## config.mk

```make
export PLATFORM = sky130hd
export DESIGN_NAME = decimal_entry_accum
export DESIGN_NICKNAME = d
export VERILOG_FILES = /design/src/rtl/decimal_entry_accum.sv
export SDC_FILE = /design/constraint.sdc
export NUM_CORES = 1
export LEC_CHECK = 0
export BUFFER_PORTS_ARGS = -buffer_cell sky130_fd_sc_hd__buf_2
export CAP_MARGIN = 10
export CORE_MARGIN = 8
export CORE_UTILIZATION = 45
export CTS_BUF_LIST = sky130_fd_sc_hd__clkbuf_8
export CTS_CLUSTER_DIAMETER = 150
export CTS_CLUSTER_SIZE = 28
export DETAILED_ROUTE_END_ITERATION = 10
export GPL_TIMING_DRIVEN = 0
export PLACE_DENSITY = 0.67
export SLEW_MARGIN = 20
export SYNTH_ARGS = -nofsm -noshare
export SYNTH_HDL_FRONTEND = slang
export SYNTH_SLANG_ARGS = --single-unit
export TNS_END_PERCENT = 50
```

## constraint.sdc

```tcl
create_clock -name clk -period 6 [get_ports clk]
set_input_delay 0.9 -clock clk [delete_from_list [all_inputs] [get_ports clk]]
set_output_delay 0.9 -clock clk [all_outputs]
set_load 0.01 [all_outputs]
```

## src/rtl/decimal_entry_accum.sv

```systemverilog
// decimal_entry_accum: keypad-style decimal entry accumulator with range-clamped commit.
// Optional BCD echo of entered digits is built when DECIMAL_ENTRY_ECHO_EN is defined.
module decimal_entry_accum #(
  parameter int unsigned W      = 8,
  parameter int unsigned DIGITS = 2
) (
  input  logic                clk,
  input  logic                reset_n,
  input  logic                digit_valid,
  input  logic [3:0]          digit,
  input  logic                backspace,
  input  logic                clear,
  input  logic                commit,
  input  logic [W-1:0]        min_val,
  input  logic [W-1:0]        max_val,
  output logic                in_ready,
  output logic [W-1:0]        value,
  output logic [2:0]          digit_count,
  output logic                commit_valid,
  output logic [W-1:0]        commit_value,
  output logic                error,
  output logic [4*DIGITS-1:0] echo_digits
);

  localparam int unsigned EW = W + 4;
  localparam int unsigned CW = $clog2(W) + 1;
  localparam int unsigned BW = 4 * DIGITS;

  typedef enum logic [0:0] {IDLE, DIV} state_t;

  state_t        state_q, state_d;
  logic [W-1:0]  value_d, commit_value_d;
  logic [2:0]    count_d;
  logic          commit_valid_d, error_d;
  logic [W-1:0]  work_q, work_d;
  logic [3:0]    rem_q, rem_d;
  logic [CW-1:0] cnt_q, cnt_d;

  logic [EW-1:0] prod;
  logic [4:0]    rem_sh;
  logic          qbit;
  logic [W-1:0]  quot;
  logic [W-1:0]  clamped;
  logic          digit_ok;

`ifdef DECIMAL_ENTRY_ECHO_EN
  logic [BW-1:0] echo_q, echo_d;
  assign echo_digits = echo_q;
`else
  assign echo_digits = '0;
`endif

  // Candidate value after appending a digit, wide enough to never overflow
  assign prod     = EW'(value) * EW'(10) + EW'(digit);
  assign digit_ok = (digit <= 4'd9) && (digit_count < 3'(DIGITS)) && (prod <= EW'(max_val));

  // One restoring-division step by ten: quotient bits shift into work from the right
  assign rem_sh = {rem_q, work_q[W-1]};
  assign qbit   = (rem_sh >= 5'd10);
  assign quot   = (work_q << 1) | W'(qbit);

  always_comb begin
    clamped = value;
    if (value < min_val)      clamped = min_val;
    else if (value > max_val) clamped = max_val;
  end

  always_ff @(posedge clk or negedge reset_n) begin
    if (!reset_n) state_q <= IDLE;
    else          state_q <= state_d;
  end

  always_comb begin
    state_d        = state_q;
    value_d        = value;
    count_d        = digit_count;
    commit_valid_d = 1'b0;
    commit_value_d = commit_value;
    error_d        = 1'b0;
    work_d         = work_q;
    rem_d          = rem_q;
    cnt_d          = cnt_q;
`ifdef DECIMAL_ENTRY_ECHO_EN
    echo_d         = echo_q;
`endif
    unique case (state_q)
      IDLE: begin
        if (clear) begin
          value_d = '0;
          count_d = '0;
`ifdef DECIMAL_ENTRY_ECHO_EN
          echo_d  = '0;
`endif
        end else if (commit) begin
          commit_value_d = clamped;
          commit_valid_d = 1'b1;
          value_d        = '0;
          count_d        = '0;
`ifdef DECIMAL_ENTRY_ECHO_EN
          echo_d         = '0;
`endif
        end else if (backspace) begin
          if (digit_count == 3'd0) begin
            error_d = 1'b1;
          end else begin
            work_d  = value;
            rem_d   = '0;
            cnt_d   = '0;
            state_d = DIV;
          end
        end else if (digit_valid) begin
          if (digit_ok) begin
            value_d = W'(prod);
            count_d = digit_count + 3'd1;
`ifdef DECIMAL_ENTRY_ECHO_EN
            echo_d  = (echo_q << 4) | BW'(digit);
`endif
          end else begin
            error_d = 1'b1;
          end
        end
      end
      DIV: begin
        work_d = quot;
        rem_d  = qbit ? 4'(rem_sh - 5'd10) : rem_sh[3:0];
        cnt_d  = cnt_q + CW'(1);
        if (cnt_q == CW'(W - 1)) begin
          value_d = quot;
          count_d = digit_count - 3'd1;
          state_d = IDLE;
`ifdef DECIMAL_ENTRY_ECHO_EN
          echo_d  = echo_q >> 4;
`endif
        end
      end
      default: state_d = IDLE;
    endcase
  end

  always_ff @(posedge clk or negedge reset_n) begin
    if (!reset_n) begin
      in_ready     <= 1'b1;
      value        <= '0;
      digit_count  <= '0;
      commit_valid <= 1'b0;
      commit_value <= '0;
      error        <= 1'b0;
      work_q       <= '0;
      rem_q        <= '0;
      cnt_q        <= '0;
`ifdef DECIMAL_ENTRY_ECHO_EN
      echo_q       <= '0;
`endif
    end else begin
      in_ready     <= (state_d == IDLE);
      value        <= value_d;
      digit_count  <= count_d;
      commit_valid <= commit_valid_d;
      commit_value <= commit_value_d;
      error        <= error_d;
      work_q       <= work_d;
      rem_q        <= rem_d;
      cnt_q        <= cnt_d;
`ifdef DECIMAL_ENTRY_ECHO_EN
      echo_q       <= echo_d;
`endif
    end
  end

endmodule

```

==> metrics.cfg, run 1 <==
[clock_tree]
cts_hold_buf = 0
clk_pin_slew_ns = 0.08
cts_root_buffer = clkbuf_8
worstSkewPairLatency_ns = 0.29
clk_path_buf_depth = 2
post_cts_resized = 0
cts_inserted_buffers = 5
htree_num_levels = 2
cts_num_sinks = 39
cts_setup_buffers = 0
cts_tree = done

[timing]
min_period_ns = 4.56
finalClockSkew_ns = 0.0129
maxSlewHeadroom_pct = 40.7
finalMaxSlewViolations = 0
fmax_mhz = 219
hold_violations = 0
grt_setup_unrepaired = false
fin_crit_sh_pct = 76.0
fin_tns_setup_ns = 0
tightest_slew_ns = 0.890
setup_violations = 0

[worst_setup_path]
crit_fanout = 10
reg2reg_depth = 14
cp.arrival_ns = 4.74
worstSetupPathType = reg2reg
crit_required_ns = 6.18
endpoint_kind = register
startpoint_type = register

[synthesis]
synth_top_cells_by_count = 47 x nand2_1, 43 x ha_1, 38 x dfrtp_1
synthFlopType = dfrtp_1
synthTopCellsByArea = dfrtp_1 30%, ha_1 17%, nand2_1 5.6%
synth_enable_flop_cells = 0
synth_top_cell_by_area = dfrtp_1
synth.most_common_cell = nand2_1
synth_top_area_share_pct = 30.2
ys_types = 53
synthCells = 344
syn_area_per_cell_um2 = 9.14
seq_area_frac_synth_pct = 31.1
synthesis.area_um2 = 3150
yosysWarnings = 0
yosys_register_bits = 39
synthArstFlopShare_pct = 100

[cells_and_area]
final_nets = 476
utilization_pct = 53.6
area_delta_synth_final_pct = 15.9
drive_gt1_share_pct = 19.0
antennaDiodeCount = 0
layout.cells.non_filler = 502
fillers = 628

[detailed_routing]
first_pass_iters = 4
wl_mm = 7.85
drc_errors = 0
drt-wirelength-per-cell_um = 15.6
antenna_left = 0
viasPerCell = 5.35
drtIter0Drc = 108
vias = 2687

[power]
ir_worst_vdd_mv = 0.106
p_leak_nw = 1.91
p_per_area_nw_per_um2 = 289

[floorplan]
die_w_um = 99.6
num_io_pins = 56
dieHeight_um = 99.6
core_um2 = 6790
rows = 30
die_area_um2 = 9920
initial_utilization_pct = 46.3

[global_route]
grt-ovfl-total = 0
grt_pass1_vias = 2644
grt_pass1_wl_mm = 12.9
grt_antenna_before_repair = 0
grtUsageTotal_pct = 16.0
grt_start_max_net_pins = 40

[place]
io_buffers = 47
globalplace.congestion = 0.834
dpl.cell_count = 494
hpwl_mm = 6.24

[flow_run]
maxCapViolCount = 0

[worst_hold_path]
hold_class = reg2reg
whs_path_depth = 2

[status]
status = finished, final reports clean

metal layers:
layer | global-route usage (%) | up-vias | wire [um]
met1 | 20.5 | 1285 | 3620
met5 | 0 | - | 0
met4 | 5.82 | 0 | 123
met3 | 1.96 | 10 | 220
li1 | - | 1352 | -
met2 | 26.8 | 40 | 3880
worst paths after layout:
path / slack, ns / from / end
max: 1.44 / value[4]$_DFFE_PN0P_ / value[6]$_DFFE_PN0P_
min: 0.49 / work_q[4]$_DFFE_PN0P_ / work_q[4]$_DFFE_PN0P_
max reg2reg: 1.44 / value[4]$_DFFE_PN0P_ / value[6]$_DFFE_PN0P_
min reg2reg: 0.49 / work_q[4]$_DFFE_PN0P_ / work_q[4]$_DFFE_PN0P_
max in group asynchronous: 4.71 / reset_n / work_q[2]$_DFFE_PN0P_
min in group asynchronous: 0.73 / reset_n / commit_value[3]$_DFFE_PN0P_
flip-flops by register name, indices dropped and copies added, names as in the netlist:
signal        cells
state_q           1
value             8
in_ready          1
error             1
commit_value      8
cnt_q             4
digit_count       3
work_q            8
commit_valid      1
rem_q             4
cells by family (layout without fill, tap and decap cells):
logic type               count (synthesis)  count (layout)  synth area share, %
AO/OA/AOI/OAI                          100             100                 21.9
multiplexers                            16              16                 5.45
XOR/XNOR                                 9               9                 2.51
buffers and inverters                   44              99                 6.52
AND/OR/NAND/NOR                         90              90                 14.1
flip-flops                              39              39                 31.1
other                                    1               8                0.119
adder cells (fa/ha/maj)                 45              45                 18.4
placed cells by master (no fill, tap or decap), drive strengths merged, types with 2 or more instances in the layout:
master / n
nor3: 3
mux2i: 13
o31ai: 8
a22o: 4
conb: 8
o22ai: 7
nor2b: 3
clkbuf: 13
dfrtp: 38
a211o: 2
nand2b: 3
nand3b: 3
nand3: 6
nand2: 47
fa: 2
a21o: 5
o2111ai: 2
o211ai: 2
o21a: 3
buf: 55
a2bb2oi: 6
nor2: 9
mux2: 3
a31oi: 9
xnor2: 5
a21boi: 6
inv: 29
xor2: 4
o21ai: 22
nand4: 4
or2: 4
a21oi: 21
ha: 43
metrics by stage:
| step | area [um^2] | hold slack (ns) | total power [mW] | setup WS [ns] |
|---|---|---|---|---|
| CTS | 3640 | 0.490 | 1.06 | 1.48 |
| floorplan | 3170 | 0.450 | 0.702 | 2.04 |
| finish | 3640 | 0.492 | 1.05 | 1.44 |
| global route | 3640 | 0.539 | 1.14 | 1.18 |
| global placement | 3530 | 0.466 | 0.814 | 1.50 |
| detailed placement | 3530 | 0.471 | 0.831 | 1.47 |
report_power, final:
group          leakage [nW]  switching, mW  internal (mW)  total [mW]
Clock                0.0612         0.0942          0.135       0.229
Sequential            0.500         0.0739          0.335       0.409
Combinational          1.35          0.229          0.187       0.416
Total                  1.91          0.397          0.657        1.05
critical path: stages, from the launching register on:
cell and delay (ns):
dfrtp_1 0.59, ha_1 0.35, ha_1 0.30, a211o_1 0.28
and3_4 0.19, or2_2 0.30, xnor2_1 0.32, ha_1 0.33
a21oi_1 0.14, o21ai_0 0.09, o21ai_0 0.12, nor4b_1 0.33
o2111ai_2 0.34, o21ai_4 0.44, mux2_4 0.33
final cells by class:
cell class / count / area [um^2] / area share (%)
buffer: 15 / 96.3 / 2.64
multi-input combinational: 268 / 1990 / 54.6
inverter: 29 / 109 / 2.99
tap: 96 / 120 / 3.30
sequential: 39 / 977 / 26.8
timing repair buffer: 47 / 235 / 6.45
clock inverter: 2 / 35.0 / 0.961
clock buffer: 6 / 82.6 / 2.27
No activity file was read; power rests on OpenSTA's default activity.
==> run 2: changes to the inputs <==
==> constraint.sdc (replaced) <==
create_clock -name clk -period 4.7 [get_ports clk]
set_input_delay 0.705 -clock clk [delete_from_list [all_inputs] [get_ports clk]]
set_output_delay 0.705 -clock clk [all_outputs]
set_load 0.01 [all_outputs]
==> run 2 against run 1 <==
Critical path depth stayed put. Count of clock-buffer cells in the layout stayed put. Sequential power rose by 28%. Worst hold slack hardly changed. Total power is 28% higher. Non-clock buffer count up 3. Maximum frequency is 2.9% higher. Final cell count grew 0.60%.
==> metrics.cfg, run 2 (synthesis results as in run 1) <==
[global_route]
grt_pass1_vias = 2644
grt.met3_usage_pct = 1.96
grtUsageTotal_pct = 16.0
top_usage_layer = met2
grtUsageMet1_pct = 20.5
use_met2_pct = 26.8
grt_start_max_net_pins = 40
grt_antenna_before_repair = 0
grt-ovfl-total = 0
grt_pass1_wl_mm = 12.9

[floorplan]
dieHeight_um = 99.6
rows = 30
num_io_pins = 56
core_um2 = 6790
die_area_um2 = 9920
die_w_um = 99.6
initial_utilization_pct = 46.3

[detailed_routing]
antenna_left = 0
drc_errors = 0
wl_mm = 7.85
drtIter0Drc = 125
viasPerCell = 5.34
drt-wirelength-per-cell_um = 15.5
vias = 2695
first_pass_iters = 4

[cells_and_area]
antennaDiodeCount = 0
final_cell_mix = 47 x nand2_1, 47 x buf_2, 43 x ha_1
layout.cells.non_filler = 505
reg.largest.list = commit_value: 8 flops, value: 8 flops, work_q: 8 flops
fillers = 624
area_delta_synth_final_pct = 16.6
final_nets = 479
drive_gt1_share_pct = 19.6

[flow_run]
maxCapViolCount = 0

[clock_tree]
clk_pin_slew_ns = 0.08
cts_hold_buf = 0
cts_tree = done
cts_num_sinks = 39
cts_root_buffer = clkbuf_8
htree_num_levels = 2
worstSkewPairLatency_ns = 0.29
cts_inserted_buffers = 5
clk_path_buf_depth = 2

[worst_setup_path]
crit_required_ns = 4.88
startpoint_type = register
crit_fanout = 9
endpoint_kind = register
cp.arrival_ns = 4.61
worstSetupPathType = reg2reg

[power]
p_per_area_nw_per_um2 = 368
ir_worst_vdd_mv = 0.137
p_leak_nw = 1.92
power_mw = 1.35

[timing]
setup_violations = 0
min_period_ns = 4.43
finalMaxSlewViolations = 0
fmax_mhz = 226
finalClockSkew_ns = 0.0133
fin_crit_sh_pct = 94.2
tightest_slew_ns = 0.890
maxSlewHeadroom_pct = 40.7
hold_violations = 0

[place]
dpl.cell_count = 494
hpwl_mm = 6.24
globalplace.congestion = 0.834
io_buffers = 47

[status]
status = finished, final reports clean

[worst_hold_path]
hold_class = reg2reg

[run 2: changes by cell type in the layout (fill, tap and decap cells not counted), sizes merged]
cell | before | now
buf | 55 | 58
[run 2: worst max-delay path, stage by stage, from the launching register on]
cell and delay [ns]:
dfrtp_1 0.59, ha_1 0.35, ha_1 0.30, a211o_1 0.28
and3_4 0.19, or2_2 0.30, xnor2_1 0.32, ha_1 0.33
a21oi_1 0.14, o21ai_0 0.09, o21ai_0 0.12, nor4b_1 0.33
o2111ai_2 0.33, o21ai_4 0.33, mux2_4 0.32
[run 2: area by class of cell]
| type | count | area (um^2) | share of cell area, % |
|---|---|---|---|
| plain buffers | 15 | 96.3 | 2.63 |
| clock buffers | 6 | 82.6 | 2.25 |
| clock inverters | 2 | 35.0 | 0.955 |
| inverters | 29 | 109 | 2.97 |
| multi-input cells | 268 | 1990 | 54.2 |
| flip-flops and latches | 39 | 977 | 26.6 |
| well taps | 96 | 120 | 3.28 |
| repair buffers | 50 | 258 | 7.03 |
[run 2: final timing paths]
kind	start	to	slack, ns	cells past startpoint
max reg2reg	value[4]$_DFFE_PN0P_	value[6]$_DFFE_PN0P_	0.27	14
max in group asynchronous	reset_n	work_q[2]$_DFFE_PN0P_	3.60	1
min reg2reg	work_q[4]$_DFFE_PN0P_	work_q[4]$_DFFE_PN0P_	0.49	2
min	work_q[4]$_DFFE_PN0P_	work_q[4]$_DFFE_PN0P_	0.49	2
min in group asynchronous	reset_n	commit_value[3]$_DFFE_PN0P_	0.54	1
max	value[4]$_DFFE_PN0P_	value[6]$_DFFE_PN0P_	0.27	14
[run 2: repair_timing]
action | in CTS | in global routing
setup endpoints to repair | 0 | 2
resized for setup | 0 | 0
setup buffers | 0 | 3
[run 2: through the flow]
stage          area, um^2  setup TNS, ns  hold slack [ns]  util (%)  worst slack [ns]
4_1_cts              3640              0            0.490      53.6             0.183
5_1_grt              3670       -0.00541            0.539      54.0          -0.00541
2_1_floorplan        3170              0            0.409         -             0.740
3_3_place_gp         3530              0            0.466      51.9             0.204
3_5_place_dp         3530              0            0.471      51.9             0.196
6_report             3670              0            0.492      54.0             0.271
[run 2: routing by layer]
layer / part of all wire, % / up-vias
li1: - / 1357
met1: 46 / 1284
met2: 50 / 44
met3: 2.7 / 10
met4: 1.6 / 0
met5: 0 / -
[run 2: power by group]
| part | internal, mW | switching, mW |
|---|---|---|
| sequential | 0.428 | 0.0943 |
| clock | 0.172 | 0.121 |
| combinational | 0.242 | 0.292 |
==> run 3: changes to the inputs <==
--- a/config.mk
+++ b/config.mk
@@ -11,7 +11,7 @@
 export CORE_UTILIZATION = 45
 export CTS_BUF_LIST = sky130_fd_sc_hd__clkbuf_8
 export CTS_CLUSTER_DIAMETER = 150
-export CTS_CLUSTER_SIZE = 28
+export CTS_CLUSTER_SIZE = 30
 export DETAILED_ROUTE_END_ITERATION = 10
 export GPL_TIMING_DRIVEN = 0
 export PLACE_DENSITY = 0.67
==> constraint.sdc (replaced) <==
create_clock -name clk -period 4.1 [get_ports clk]
set_input_delay 0.615 -clock clk [delete_from_list [all_inputs] [get_ports clk]]
set_output_delay 0.615 -clock clk [all_outputs]
set_load 0.01 [all_outputs]
==> run 3 against run 2 <==
First-iteration DRC count down 4.0%. Wire length grew 3.9%. Critical path depth grew 1. Sequential power rose by 14%. Clock skew hardly changed. Total power rose by 21%. Count of clock-buffer cells in the layout did not move. Worst setup slack worse by 0.13 ns. Highest routed layer unchanged.
==> metrics.cfg, run 3 (synthesis results as in run 1) <==
[place]
io_buffers = 47
globalplace.congestion = 0.834
hpwl_mm = 6.24
place_area_um2 = 3530
dp_slack_ns = -0.404
dpl.cell_count = 494

[cells_and_area]
area_delta_synth_final_pct = 23.4
final_cell_area_um2 = 3880
fillers = 595
layout.cells.non_filler = 523
reg.largest.list = commit_value: 8 flops, value: 8 flops, work_q: 8 flops
seq_area_um2 = 983
multi_input_area_um2 = 2050
antennaDiodeCount = 0
final_nets = 497
drive_gt1_share_pct = 26.0
final_cell_mix = 47 x nand2_1, 47 x buf_2, 41 x ha_1

[timing]
fin_crit_sh_pct = 96.4
tightest_slew_ns = 0.902
finalClockSkew_ns = 0.0133
setup_violations = 0
setup_slack_ns = 0.146
fmax_mhz = 253
finalMaxSlewViolations = 0
fin_hold_ws_ns = 0.454
min_period_ns = 3.95
maxSlewHeadroom_pct = 39.9
hold_violations = 0

[power]
p_per_area_nw_per_um2 = 420
p_leak_nw = 2.02
ir_worst_vdd_mv = 0.164
power_mw = 1.63

[detailed_routing]
antenna_left = 0
first_pass_iters = 4
vias = 2758
drtIter0Drc = 120
drc_errors = 0
viasPerCell = 5.27
drt-wirelength-per-cell_um = 15.6
wl_mm = 8.15

[clock_tree]
clk_pin_slew_ns = 0.08
cts_root_buffer = clkbuf_8
clk_path_buf_depth = 2
cts_inserted_buffers = 5
htree_num_levels = 2
worstSkewPairLatency_ns = 0.29
cts_tree = done
cts_num_sinks = 39
cts_hold_buf = 0

[worst_hold_path]
hold_class = in2async

[global_route]
grt_start_max_net_pins = 40
grtUsageTotal_pct = 16.1
grt-ovfl-total = 0
use_met2_pct = 27.3
grt.met3_usage_pct = 1.96
top_usage_layer = met2
grt_pass1_wl_mm = 13.0
grtUsageMet1_pct = 20.6
grt_pass1_vias = 2670
grt_antenna_before_repair = 0

[floorplan]
die_area_um2 = 9920
dieHeight_um = 99.6
num_io_pins = 56
initial_utilization_pct = 46.3
die_w_um = 99.6
core_um2 = 6790
rows = 30

[worst_setup_path]
startpoint_type = register
crit_required_ns = 4.28
worstSetupPathType = reg2reg
crit_fanout = 6
endpoint_kind = register
cp.arrival_ns = 4.13
reg2reg_slack_ns = 0.15

[flow_run]
maxCapViolCount = 0

[status]
status = finished, final reports clean

## run 3: worst paths after layout
| path | depth (start not counted) | end | from |
|---|---|---|---|
| max | 15 | value[6]$_DFFE_PN0P_ | value[4]$_DFFE_PN0P_ |
| min | 1 | commit_value[3]$_DFFE_PN0P_ | reset_n |
| max reg2reg | 15 | value[6]$_DFFE_PN0P_ | value[4]$_DFFE_PN0P_ |
| min reg2reg | 2 | work_q[4]$_DFFE_PN0P_ | work_q[4]$_DFFE_PN0P_ |
| max in group asynchronous | 1 | value[2]$_DFFE_PN0P_ | reset_n |
| min in group clk | 2 | work_q[4]$_DFFE_PN0P_ | work_q[4]$_DFFE_PN0P_ |
## run 3: where the power goes
group	switching [mW]	internal (mW)
combinational	0.367	0.334
sequential	0.103	0.492
clock	0.137	0.197
total	0.606	1.02
## run 3: per-layer routing
layer  up-vias  share of wire [%]  wire length [um]
met4         0                1.2                96
met1      1321                 45              3700
met5         -                  0                 0
li1       1389                  -                 -
met3         6                2.8               229
met2        42                 51              4130
## run 3: stage by stage
stage               TNS, ns  util (%)
finish                    0      57.1
global route         -0.349      57.1
floorplan                 0         -
detailed placement    -2.89      51.9
global placement      -2.70      51.9
CTS                       0      54.3
## run 3: cell type report
type                    count  share of cell area [%]
multi-input cells         268                    52.9
clock buffers               6                    2.13
plain buffers              15                    2.48
inverters                  29                    2.80
flip-flops and latches     39                    25.3
well taps                  96                    3.09
repair buffers             68                    10.3
clock inverters             2                   0.903
## run 3: repair_timing
action / 4_1_cts / 5_1_grt
buffers inserted: 4 / 17
resized for setup: 5 / 13
endpoints found under the setup margin: 11 / 11
pin swaps: 2 / 9
## run 3: critical path, cell delays in order, from the launching register on
cell and delay, ns:
dfrtp_2 0.47, ha_4 0.27, ha_1 0.29, a211o_1 0.31, and3_4 0.19, or2_2 0.31, xnor2_2 0.16, ha_1 0.33
a21oi_1 0.14, o21ai_1 0.07, o21ai_1 0.14, nor4b_4 0.26, o2111ai_2 0.17, buf_6 0.17, o21ai_4 0.23, mux2_4 0.32
